`src/rtl/pwm_deadtime_pkg.sv`:
```
// pwm_deadtime_pkg
//   Shared definitions for the PWM dead-time stage: register addresses,
//   CTRL/STATUS bit positions, the per-channel state enum and the default
//   dead-time counter width.
package pwm_deadtime_pkg;

  localparam logic [1:0] ADDR_DT     = 2'd0;
  localparam logic [1:0] ADDR_CTRL   = 2'd1;
  localparam logic [1:0] ADDR_STATUS = 2'd2;
  localparam logic [1:0] ADDR_MASK   = 2'd3;

  localparam int unsigned DT_W_DEFAULT     = 16;
  localparam int unsigned CTRL_EN_BIT      = 0;
  localparam int unsigned CTRL_FCLR_BIT    = 1;
  localparam int unsigned STATUS_HI_LSB    = 0;
  localparam int unsigned STATUS_LO_LSB    = 8;
  localparam int unsigned STATUS_DEAD_LSB  = 16;
  localparam int unsigned STATUS_FAULT_BIT = 24;

  typedef enum logic [2:0] {
    CH_OFF         = 3'd0,
    CH_DEAD_TO_HI  = 3'd1,
    CH_HI          = 3'd2,
    CH_DEAD_TO_LO  = 3'd3,
    CH_LO          = 3'd4
  } ch_state_e;

  function automatic logic is_dead(input ch_state_e s);
    return (s == CH_DEAD_TO_HI) || (s == CH_DEAD_TO_LO);
  endfunction

endpackage

```
`src/rtl/pwm_deadtime_if.sv`:
```
// pwm_deadtime_if
//   Register bus shared with the PWM generator.
//   cs      : chip select
//   wr_n    : write strobe, active-low (write = cs & ~wr_n at posedge clk)
//   addr    : register address (2 bits)
//   wr_data : write data (32 bits)
//   rd_data : combinational read data (32 bits), driven by the slave
interface pwm_deadtime_if;
  logic        cs;
  logic        wr_n;
  logic [1:0]  addr;
  logic [31:0] wr_data;
  logic [31:0] rd_data;

  modport master (
    output cs, wr_n, addr, wr_data,
    input  rd_data
  );

  modport slave (
    input  cs, wr_n, addr, wr_data,
    output rd_data
  );
endinterface

```
`src/rtl/pwm_dt_channel.sv`:
```
// pwm_dt_channel
//   One PWM channel turned into a complementary hi/lo gate pair with
//   break-before-make dead time.
//   clk, clr_n : clock, async active-low reset
//   pwm        : PWM level for this channel (same clock domain)
//   enable     : CTRL.en & MASK[i]
//   fault      : force OFF while set
//   dt         : dead time in clk cycles, sampled on dead-state entry
//   hi, lo     : registered gate enables, never both 1
//   dead       : channel is inside a dead interval
module pwm_dt_channel
  import pwm_deadtime_pkg::*;
#(
  parameter int unsigned DT_W = DT_W_DEFAULT
) (
  input  logic            clk,
  input  logic            clr_n,
  input  logic            pwm,
  input  logic            enable,
  input  logic            fault,
  input  logic [DT_W-1:0] dt,
  output logic            hi,
  output logic            lo,
  output logic            dead
);

  ch_state_e       state_q, state_d;
  logic [DT_W-1:0] cnt_q, cnt_d;
  // Dead interval was started from OFF, so there is no prior side to fall
  // back to when pwm reverts; the opposite dead interval is started instead.
  logic            from_off_q, from_off_d;
  logic            req_hi, req_lo;

  always_ff @(posedge clk or negedge clr_n) begin
    if (!clr_n) begin
      state_q    <= CH_OFF;
      cnt_q      <= '0;
      from_off_q <= 1'b0;
      hi         <= 1'b0;
      lo         <= 1'b0;
    end else begin
      state_q    <= state_d;
      cnt_q      <= cnt_d;
      from_off_q <= from_off_d;
      hi         <= (state_d == CH_HI);
      lo         <= (state_d == CH_LO);
    end
  end

  always_comb begin
    state_d    = state_q;
    cnt_d      = cnt_q;
    from_off_d = from_off_q;
    req_hi     = 1'b0;
    req_lo     = 1'b0;

    if (!enable || fault) begin
      state_d    = CH_OFF;
      cnt_d      = '0;
      from_off_d = 1'b0;
    end else begin
      case (state_q)
        CH_OFF: begin
          from_off_d = 1'b1;
          req_hi     = pwm;
          req_lo     = ~pwm;
        end
        CH_LO: begin
          if (pwm) begin
            from_off_d = 1'b0;
            req_hi     = 1'b1;
          end
        end
        CH_HI: begin
          if (!pwm) begin
            from_off_d = 1'b0;
            req_lo     = 1'b1;
          end
        end
        CH_DEAD_TO_HI: begin
          if (!pwm) begin
            if (from_off_q) begin
              req_lo = 1'b1;
            end else begin
              state_d = CH_LO;
              cnt_d   = '0;
            end
          end else if (cnt_q <= DT_W'(1)) begin
            state_d = CH_HI;
            cnt_d   = '0;
          end else begin
            cnt_d = cnt_q - DT_W'(1);
          end
        end
        CH_DEAD_TO_LO: begin
          if (pwm) begin
            if (from_off_q) begin
              req_hi = 1'b1;
            end else begin
              state_d = CH_HI;
              cnt_d   = '0;
            end
          end else if (cnt_q <= DT_W'(1)) begin
            state_d = CH_LO;
            cnt_d   = '0;
          end else begin
            cnt_d = cnt_q - DT_W'(1);
          end
        end
        default: begin
          state_d = CH_OFF;
          cnt_d   = '0;
        end
      endcase

      // A zero dead time hands over on the same edge.
      if (req_hi) begin
        if (dt == '0) begin
          state_d = CH_HI;
          cnt_d   = '0;
        end else begin
          state_d = CH_DEAD_TO_HI;
          cnt_d   = dt;
        end
      end
      if (req_lo) begin
        if (dt == '0) begin
          state_d = CH_LO;
          cnt_d   = '0;
        end else begin
          state_d = CH_DEAD_TO_LO;
          cnt_d   = dt;
        end
      end
    end
  end

  assign dead = is_dead(state_q);

endmodule

```
`src/rtl/pwm_deadtime.sv`:
```
// pwm_deadtime
//   Converts N_CH PWM levels into complementary high/low gate enables with
//   a programmable dead time. Holds the DT/CTRL/MASK registers, the STATUS
//   read mux and (optionally) the sticky fault latch.
//   clk, clr_n : clock, async active-low reset
//   bus        : register bus (cs, wr_n, addr, wr_data, rd_data)
//   pwm_in     : PWM levels from the generator
//   fault_n    : only with PWM_DEADTIME_FAULT_EN; active-low, sync to clk
//   hi, lo     : registered gate enables
//   Build option: `define PWM_DEADTIME_FAULT_EN adds fault_n and STATUS[24].
module pwm_deadtime
  import pwm_deadtime_pkg::*;
#(
  parameter int unsigned N_CH     = 8,
  parameter int unsigned DT_W     = DT_W_DEFAULT,
  parameter int unsigned DT_RESET = 4
) (
  input  logic            clk,
  input  logic            clr_n,
  pwm_deadtime_if.slave   bus,
  input  logic [N_CH-1:0] pwm_in,
`ifdef PWM_DEADTIME_FAULT_EN
  input  logic            fault_n,
`endif
  output logic [N_CH-1:0] hi,
  output logic [N_CH-1:0] lo
);

  logic [DT_W-1:0] dt_q;
  logic            en_q;
  logic [N_CH-1:0] mask_q;
  logic [N_CH-1:0] dead;
  logic            wr_en;
  logic            fault_q;
  logic            fault_hold;
  logic [31:0]     rd_mux;
  logic            unused_wr_bits;

  assign wr_en          = bus.cs & ~bus.wr_n;
  assign unused_wr_bits = ^bus.wr_data;

  always_ff @(posedge clk or negedge clr_n) begin
    if (!clr_n) begin
      dt_q   <= DT_W'(DT_RESET);
      en_q   <= 1'b0;
      mask_q <= '1;
    end else if (wr_en) begin
      case (bus.addr)
        ADDR_DT:   dt_q   <= bus.wr_data[DT_W-1:0];
        ADDR_CTRL: en_q   <= bus.wr_data[CTRL_EN_BIT];
        ADDR_MASK: mask_q <= bus.wr_data[N_CH-1:0];
        default:   ;
      endcase
    end
  end

`ifdef PWM_DEADTIME_FAULT_EN
  always_ff @(posedge clk or negedge clr_n) begin
    if (!clr_n) begin
      fault_q <= 1'b0;
    end else if (!fault_n) begin
      fault_q <= 1'b1;
    end else if (wr_en && (bus.addr == ADDR_CTRL) && bus.wr_data[CTRL_FCLR_BIT]) begin
      fault_q <= 1'b0;
    end
  end

  // The live fault input forces OFF on the same edge it is sampled.
  assign fault_hold = fault_q | ~fault_n;
`else
  assign fault_q    = 1'b0;
  assign fault_hold = 1'b0;
`endif

  always_comb begin
    rd_mux = '0;
    case (bus.addr)
      ADDR_DT:   rd_mux[DT_W-1:0] = dt_q;
      ADDR_CTRL: rd_mux[CTRL_EN_BIT] = en_q;
      ADDR_STATUS: begin
        rd_mux[STATUS_HI_LSB +: N_CH]   = hi;
        rd_mux[STATUS_LO_LSB +: N_CH]   = lo;
        rd_mux[STATUS_DEAD_LSB +: N_CH] = dead;
        rd_mux[STATUS_FAULT_BIT]        = fault_q;
      end
      ADDR_MASK: rd_mux[N_CH-1:0] = mask_q;
      default:   rd_mux = '0;
    endcase
  end

  assign bus.rd_data = rd_mux;

  for (genvar i = 0; i < N_CH; i++) begin : g_ch
    pwm_dt_channel #(
      .DT_W (DT_W)
    ) u_ch (
      .clk    (clk),
      .clr_n  (clr_n),
      .pwm    (pwm_in[i]),
      .enable (en_q & mask_q[i]),
      .fault  (fault_hold),
      .dt     (dt_q),
      .hi     (hi[i]),
      .lo     (lo[i]),
      .dead   (dead[i])
    );
  end

endmodule

```
`src/flat_wrapper.sv`:
```
// flat-port wrapper written by rule: the top's interface ports become plain ports
module pwm_deadtime_flat import pwm_deadtime_pkg::*;
#(
  parameter int unsigned N_CH     = 8,
  parameter int unsigned DT_W     = DT_W_DEFAULT,
  parameter int unsigned DT_RESET = 4
)
  (clk, clr_n, pwm_in, hi, lo, bus_cs, bus_wr_n, bus_addr, bus_wr_data, bus_rd_data);
  pwm_deadtime_if bus_i ();
  input  logic clk;
  input  logic clr_n;
  input  logic [N_CH-1:0] pwm_in;
  output logic [N_CH-1:0] hi;
  output logic [N_CH-1:0] lo;
  input wire logic [$bits(bus_i.cs)-1:0] bus_cs;
  input wire logic [$bits(bus_i.wr_n)-1:0] bus_wr_n;
  input wire logic [$bits(bus_i.addr)-1:0] bus_addr;
  input wire logic [$bits(bus_i.wr_data)-1:0] bus_wr_data;
  output wire logic [$bits(bus_i.rd_data)-1:0] bus_rd_data;
  assign bus_i.cs = bus_cs;
  assign bus_i.wr_n = bus_wr_n;
  assign bus_i.addr = bus_addr;
  assign bus_i.wr_data = bus_wr_data;
  assign bus_rd_data = bus_i.rd_data;
  pwm_deadtime #(.N_CH(N_CH), .DT_W(DT_W), .DT_RESET(DT_RESET)) u_core (.clk(clk), .clr_n(clr_n), .bus(bus_i), .pwm_in(pwm_in), .hi(hi), .lo(lo));
endmodule
```
`config.mk`:
```
export PLATFORM = sky130hd
export DESIGN_NAME = pwm_deadtime_flat
export DESIGN_NICKNAME = d
export VERILOG_FILES = /design/src/rtl/pwm_deadtime_pkg.sv /design/src/rtl/pwm_deadtime_if.sv /design/src/rtl/pwm_dt_channel.sv /design/src/rtl/pwm_deadtime.sv /design/src/flat_wrapper.sv
export SDC_FILE = /design/constraint.sdc
export NUM_CORES = 1
export LEC_CHECK = 0
export BUFFER_PORTS_ARGS = -buffer_cell sky130_fd_sc_hd__buf_2
export CORE_MARGIN = 2
export CORE_UTILIZATION = 40
export DETAILED_ROUTE_END_ITERATION = 8
export GPL_TIMING_DRIVEN = 0
export PLACE_DENSITY = 0.62
export SETUP_SLACK_MARGIN = 0.5
export SYNTH_ARGS = -nofsm -noshare
export SYNTH_HDL_FRONTEND = slang
export SYNTH_SLANG_ARGS = --single-unit
```
`constraint.sdc`:
```
create_clock -name clk -period 3.2 [get_ports clk]
set_clock_uncertainty 0.2 [all_clocks]
set_input_delay 0.64 -clock clk [delete_from_list [all_inputs] [get_ports clk]]
set_output_delay 0.64 -clock clk [all_outputs]
set_load 0.02 [all_outputs]
```
# --- After elaboration in Yosys (flattened, before gate mapping) ---
# Cells that the tools add are included.
classes:
  add_sub_neg: 8
  order_cmp: 8
  eq_ne: 83
  muxes: 255
  bitwise_logic: 18
  n_reduce_logical: 37
ops:
  columns: ["operator", "count"]
  rows:
  - ["16-bit 2-to-1 mux", 57]
  - ["16-bit case mux with 3 select lines", 8]
  - ["3-bit 2-to-1 mux", 73]
  - ["16-bit by 1-bit <= comparator with 1-bit output (second input constant)", 8]
  - ["16-bit by 1-bit subtractor with 16-bit output (second input constant)", 8]
  - ["1-bit 2-to-1 mux", 80]
  - ["3-bit by 2-bit equality test with 1-bit output (second input constant)", 24]
  - ["1-bit case mux with 3 select lines", 24]
  - ["3-bit case mux with 3 select lines", 8]
  - ["3-bit equality test (second input constant)", 16]
  - ["3-bit inequality test (second input constant)", 16]
  - ["4-bit by 1-bit inequality test with 1-bit output (second input constant)", 8]
  - ["4-bit by 2-bit inequality test with 1-bit output (second input constant)", 8]
  - ["3-bit by 1-bit equality test with 1-bit output (second input constant)", 8]
  - ["3-bit logical NOT", 8]
  - ["3-bit AND reduction", 8]
  - ["3-bit OR reduction", 8]
  - ["7-bit case mux with 3 select lines", 1]
  - ["16-bit logical NOT", 1]
  - ["8-bit case mux with 2 select lines", 1]
  - ["1-bit AND", 9]
  - ["1-bit NOT", 9]
  - ["1-bit logical OR", 8]
  - ["8-bit 2-to-1 mux", 1]
  - ["other kinds (6)", 9]
totals:
  reg_bits: 201
  output_inout_bits: 48
  elab_cells: 452

# --- Longest topological paths before layout ---
depth:
  word_depth: 8
  depth_mapped: 10

# --- By module ---
# From an unflattened synthesis, not the netlist that was laid out.
unflattened:
  cells_unflattened: 1640
  area_unflattened_um2: 14634.0
modules_own_cells:
  columns: ["module", "instances", "cells_per_inst", "area_each_um2"]
  rows:
  - ["pwm_dt_channel (u_core.g_ch[2].u_ch ...)", 3, 192, 1671.6]
  - ["pwm_dt_channel (u_core.g_ch[6].u_ch ...)", 2, 203, 1710.4]
  - ["pwm_dt_channel (u_core.g_ch[0].u_ch ...)", 2, 174, 1531.5]
  - ["pwm_dt_channel (u_core.g_ch[5].u_ch)", 1, 194, 1686.6]
  - ["pwm_deadtime", 1, 116, 1448.9]

# --- Least setup slack after synthesis ---
# OpenSTA, ideal clock, no wires.
synth_timing:
  kind: "flip-flop to flip-flop"
  start: "reg u_core.g_ch[5].u_ch.cnt_q[6]"
  end: "reg u_core.g_ch[5].u_ch.cnt_q[15]"
  setup_ns: 0.133
  t_arrival_ns: 2.335
  required_ns: 2.867
  setup_slack_ns: 0.532
  stages_incl_launch_ff: 8
  n_path_buf: 1
  synth_period_minus_slack_ns: 2.668
  path_cell_list: "dfrtp_1 or4_4 or4_1 buf_2 or3_1 xnor2_1 a222oi_1 nor2_1"
synth_via:
  elab_chain_cells: 7
  word_cells_on_any_way: 9
  cone_classes: "add/sub (1); order compare (1); mux (7)"
synth_lines:
  columns: ["item", "line", "text"]
  rows:
  - ["from (decl)", "pwm_dt_channel.sv:28", "logic [DT_W-1:0] cnt_q, cnt_d;"]
  - ["from (signal assigned)", "pwm_dt_channel.sv:43", "cnt_q <= cnt_d;"]
  - ["16-bit by 1-bit subtractor with 16-bit output or 16-bit by 1-bit <= comparator with 1-bit output (tied branches)", null, null]
  - ["16-bit 2-to-1 mux (*)", "pwm_dt_channel.sv:88, pwm_dt_channel.sv:103", null]
  - ["16-bit 2-to-1 mux (on tied branches)", "pwm_dt_channel.sv:96, pwm_dt_channel.sv:81", null]
  - ["16-bit case mux with 3 select lines (*)", "pwm_dt_channel.sv:62", "case (state_q)"]
  - ["16-bit 2-to-1 mux (*)", "pwm_dt_channel.sv:117", "if (req_hi) begin"]
  - ["16-bit 2-to-1 mux (*)", "pwm_dt_channel.sv:126", "if (req_lo) begin"]
  - ["16-bit 2-to-1 mux (*)", "pwm_dt_channel.sv:57", "if (!enable || fault) begin"]
# Every way passes the cells marked *; elsewhere a longest branch is shown, timed or not.
# A chain may end at the register's enable or synchronous reset.

# --- Worst setup path in the final report ---
layout_timing:
  start: "reg u_core.g_ch[1].u_ch.cnt_q[11]"
  end: "reg u_core.g_ch[1].u_ch.hi"
layout_via:
  elab_chain_cells: 8
  word_cells_on_any_way: 10
  cone_classes: "order compare (1); eq/ne (1); mux (8)"
layout_lines:
  columns: ["item", "line", "text"]
  rows:
  - ["from (decl)", "pwm_dt_channel.sv:28", null]
  - ["from (signal assigned)", "pwm_dt_channel.sv:43", null]
  - ["16-bit by 1-bit <= comparator with 1-bit output (*)", "pwm_dt_channel.sv:88, pwm_dt_channel.sv:103", null]
  - ["3-bit 2-to-1 mux (on tied branches)", "pwm_dt_channel.sv:103, pwm_dt_channel.sv:88", null]
  - ["3-bit 2-to-1 mux (on tied branches)", "pwm_dt_channel.sv:96, pwm_dt_channel.sv:81", null]
  - ["3-bit case mux with 3 select lines (*)", "pwm_dt_channel.sv:62", null]
  - ["3-bit 2-to-1 mux (*)", "pwm_dt_channel.sv:117", null]
  - ["3-bit 2-to-1 mux (*)", "pwm_dt_channel.sv:126", null]
  - ["3-bit 2-to-1 mux (*)", "pwm_dt_channel.sv:57", null]
  - ["named net u_core.g_ch[1].u_ch.state_d[0]", "pwm_dt_channel.sv:27", "ch_state_e state_q, state_d;"]
  - ["3-bit by 2-bit equality test with 1-bit output (*)", "pwm_dt_channel.sv:45", "hi <= (state_d == CH_HI);"]
  - ["to (signal assigned)", "pwm_dt_channel.sv:45", null]
  - ["to (decl)", "pwm_dt_channel.sv:22", "output logic hi,"]
# The timed path passes the listed nets; every way through them passes the cells marked *.

==> impl_metrics.sql <==
INSERT INTO impl_metrics (metric_group, metric, value, unit) VALUES
('outcome', 'status', 'finished clean', ''),
('critical_path', 'cp_data_arrival_time', '2.91', 'ns'),
('route', 'drt-wirelength-per-cell', '20.5', 'um'),
('yosys', 'synth_adder_area_share', '1.54', '%'),
('timing', 'setup_violations', '0', ''),
('timing', 'setup_repair_after_global_routing_missed_its_margin', 'true', ''),
('die', 'i_o_pin_cnt', '94', ''),
('yosys', 'synth_area_leaders', 'sky130_fd_sc_hd__dfrtp_1 (37%), sky130_fd_sc_hd__nor2_1 (5.9%), sky130_fd_sc_hd__a21oi_1 (4.6%), sky130_fd_sc_hd__mux2_2 (3.1%), sky130_fd_sc_hd__clkbuf_1 (2.9%)', ''),
('yosys', 'synth_top_family_by_area', 'compound AO/OA/AOI/OAI gates', ''),
('grt', 'first_pass_grt_wire_length', '66.5', 'mm'),
('worst_hold_path', 'holdCritStartpoint', 'bus_wr_data[12]', ''),
('timing', 'layout_setup_ws', '0.514', 'ns'),
('clock_tree', 'cts-buffers-inserted', '25', ''),
('yosys', 'seq_area_frac_synth', '38.7', '%'),
('critical_path', 'critical_path_peak_fanout', '10', ''),
('timing', 'period_needed', '2.69', 'ns'),
('clock_tree', 'cts_tree', 'done', ''),
('power_and_ir_drop', 'peakVddDrop', '0.491', 'mV'),
('yosys', 'synth.lib_cells_used.distinct', '86', ''),
('power_and_ir_drop', 'p_leak', '6.61', 'nW'),
('clock_tree', 'tritoncts_num_sinks', '201', ''),
('yosys', 'synth_largest_type_area_fraction', '36.9', '%'),
('route', 'route.vias.total', '12900', ''),
('critical_path', 'worst_setup_ep_type', 'flip-flop', ''),
('route', 'detail_route.first_pass.iterations', '6', ''),
('critical_path', 'required', '3.42', 'ns'),
('yosys', 'post_synth_most_frequent_cells', 'sky130_fd_sc_hd__nor2_1 (205), sky130_fd_sc_hd__dfrtp_1 (192), sky130_fd_sc_hd__a21oi_1 (120), sky130_fd_sc_hd__clkbuf_1 (102), sky130_fd_sc_hd__nand2_1 (84)', ''),
('yosys', 'synthMuxAreaShare', '4.36', '%'),
('clock_tree', 'insertion_delay_of_the_later_clocked_pin_in_the_worst_skew_pair', '0.52', 'ns'),
('power_and_ir_drop', 'power.density', '733', 'nW/um2'),
('final_layout', 'final_layout_size_suffix_gt1_share', '19.1', '%'),
('clock_tree', 'worst_case_clock_buffer_depth', '3', ''),
('timing', 'max_freq', '372', 'MHz'),
('critical_path', 'crit_type', 'flip-flop to flip-flop', ''),
('yosys', 'synthSimpleGateAreaFrac', '22.4', '%'),
('yosys', 'synth-compound-area-share', '23.6', '%'),
('die', 'die-height', '184', 'um'),
('yosys', 'synth.ff_latch_count', '201', ''),
('grt', 'number_of_antenna_violations_at_the_first_check_in_global_routing', '0', ''),
('route', 'postRouteAntennaNets', '0', ''),
('final_layout', 'finish.utilization', '47.6', '%'),
('yosys', 'synth_most_common_cell', 'sky130_fd_sc_hd__nor2_1', ''),
('clock_tree', 'clk_pin_slew_worst_paths', '0.06', 'ns'),
('timing', 'fin_crit_sh', '83.9', '%'),
('final_layout', 'area_growth', '18.0', '%'),
('timing', 'finalHoldViolCount', '0', ''),
('placement', 'placed_cell_area', '14000', 'um2'),
('yosys', 'synthesis.yosys.warnings', '0', ''),
('yosys', 'synth_xor_xnor_area_share', '3.43', '%'),
('final_layout', 'num_antenna_cells', '0', ''),
('die', 'dieWidth', '184', 'um'),
('clock_tree', 'htree_levels', '1', ''),
('die', 'rows', '66', ''),
('critical_path', 'launch_point_of_the_worst_reg_to_reg_path', 'u_core.g_ch[1].u_ch.cnt_q[11]', ''),
('grt', 'overflow', '0', ''),
('placement', 'pre_cts_slack', '-0.599', 'ns'),
('critical_path', 'worstSetupStartpointType', 'flip-flop', ''),
('placement', 'gp_congestion', '0.897', ''),
('timing', 'worst_pin_slew', '0.836', 'ns'),
('yosys', 'post-synth-top-area-cell', 'sky130_fd_sc_hd__dfrtp_1', ''),
('placement', 'detailed_place_hpwl', '28.0', 'mm'),
('grt', 'global_route.usage.total', '24.9', '%'),
('placement', 'portBuffers', '65', ''),
('die', 'fp.dieArea', '34000', 'um2'),
('route', 'initialDrtViolationCount', '1590', ''),
('yosys', 'synthFlopType', 'sky130_fd_sc_hd__dfrtp_1', ''),
('job', 'drv_cap', '0', ''),
('final_layout', 'final_area', '15400', 'um2'),
('clock_tree', 'clock_tree.root_cell', 'sky130_fd_sc_hd__clkbuf_16', ''),
('route', 'detail_route.drc_violations', '0', ''),
('timing', 'finalMaxSlewViolations', '0', '');
[routing by layer]
| layer | vias up | share of wire (%) | global-route usage, % | wire length (um) |
|---|---|---|---|---|
| met5 | - | 0 | 0 | 0 |
| met3 | 96 | 8.0 | 3.38 | 3470 |
| met1 | 6299 | 43 | 35.1 | 18500 |
| met4 | 0 | 3.7 | 8.77 | 1580 |
| li1 | 5862 | - | - | - |
| met2 | 611 | 45 | 39.3 | 19600 |
[what timing repair did]
item,CTS,global route
endpoints found under the setup margin,96,113
hold endpoints to repair,55,0
resized for setup,62,49
hold buffers,1,0
setup buffers,9,16
pin swaps,8,15
[layout by cell type, fill, tap and decap left out, types with 14 or more instances in the layout]
cell | Yosys | layout
sky130_fd_sc_hd__a21oi_1 | 120 | 118
sky130_fd_sc_hd__a221oi_1 | 30 | 29
sky130_fd_sc_hd__a222oi_1 | 35 | 35
sky130_fd_sc_hd__a22oi_1 | 22 | 22
sky130_fd_sc_hd__a31oi_1 | 21 | 21
sky130_fd_sc_hd__buf_2 | 5 | 65
sky130_fd_sc_hd__buf_4 | 26 | 53
sky130_fd_sc_hd__clkbuf_1 | 102 | 78
sky130_fd_sc_hd__clkbuf_16 | 0 | 25
sky130_fd_sc_hd__clkbuf_2 | 0 | 20
sky130_fd_sc_hd__dfrtp_1 | 192 | 185
sky130_fd_sc_hd__ha_1 | 16 | 16
sky130_fd_sc_hd__inv_1 | 36 | 36
sky130_fd_sc_hd__mux2_2 | 36 | 36
sky130_fd_sc_hd__mux2i_1 | 14 | 14
sky130_fd_sc_hd__nand2_1 | 84 | 84
sky130_fd_sc_hd__nand2b_1 | 20 | 20
sky130_fd_sc_hd__nand3_1 | 30 | 30
sky130_fd_sc_hd__nor2_1 | 205 | 203
sky130_fd_sc_hd__nor2b_1 | 18 | 18
sky130_fd_sc_hd__nor3_1 | 67 | 65
sky130_fd_sc_hd__nor4_1 | 29 | 25
sky130_fd_sc_hd__o21ai_0 | 55 | 54
sky130_fd_sc_hd__o21ai_1 | 17 | 15
sky130_fd_sc_hd__o22ai_1 | 14 | 14
sky130_fd_sc_hd__or2_2 | 15 | 15
sky130_fd_sc_hd__xnor2_1 | 31 | 31
sky130_fd_sc_hd__xor2_1 | 20 | 20
[flip-flops by register name, summed over array words and instances (netlist names)]
name	count
u_core.g_ch.u_ch.cnt_q	128
u_core.en_q	1
u_core.g_ch.u_ch.lo	8
u_core.mask_q	8
u_core.g_ch.u_ch.state_q	24
u_core.g_ch.u_ch.hi	8
u_core.g_ch.u_ch.from_off_q	8
u_core.dt_q	16
[cells by family after synthesis]
kind of cell / Yosys count
and+or+nand+nor: 574
AOI/OAI and AO/OA: 448
DFF: 201
buffers and inverters: 172
xor gates and xnor gates: 51
muxes: 51
adders and majority gates: 16
other: 1
[power by group]
part           internal, mW  switching (mW)  leakage [nW]
Combinational          1.98            3.03          3.49
Sequential             2.91           0.397          2.69
Clock                  1.86            1.09         0.427
[metrics by stage]
step / hold WS, ns / setup TNS (ns) / cells / power, mW
final: 0.198 / 0 / 2101 / 11.3
after global routing: 0.195 / 0 / 2101 / 11.9
after CTS: 0.183 / 0 / 2085 / 11.0
after detailed placement: 0.323 / -8.88 / 2030 / 7.89
after global placement: 0.313 / -458.91 / 2028 / 7.83
after floorplan: 0.144 / 0 / 1521 / 6.67
[worst max-delay path, stage by stage, from the launching register on]
cell	delay (ns)
sky130_fd_sc_hd__dfrtp_1	0.43
sky130_fd_sc_hd__or4_4	0.57
sky130_fd_sc_hd__nor4_4	0.40
sky130_fd_sc_hd__a31oi_2	0.34
sky130_fd_sc_hd__a21oi_1	0.22
sky130_fd_sc_hd__nor2_1	0.10
sky130_fd_sc_hd__a2111oi_4	0.32
[final cells by class]
| class | instances | area (um2) |
|---|---|---|
| plain buffers | 136 | 732 |
| repair buffers | 93 | 572 |
| inverters | 36 | 135 |
| clock inverters | 6 | 105 |
| fillers | 3124 | 16900 |
| clock buffers | 39 | 758 |
| flip-flops and latches | 201 | 5050 |
| multi-input cells | 1148 | 7450 |
| well taps | 442 | 553 |
[final timing paths]
| kind | end | slack [ns] | cells after the start |
|---|---|---|---|
| max | u_core.g_ch[1].u_ch.hi | 0.51 | 6 |
| min | u_core.dt_q[12] | 0.20 | 2 |
| max reg2reg | u_core.g_ch[1].u_ch.hi | 0.51 | 6 |
| min reg2reg | u_core.g_ch[1].u_ch.cnt_q[13] | 0.35 | 2 |
| max in group asynchronous | u_core.g_ch[3].u_ch.cnt_q[7] | 1.23 | 3 |
| min in group asynchronous | u_core.g_ch[6].u_ch.state_q[2] | 0.56 | 2 |
(Power assumes the default switching activity.)
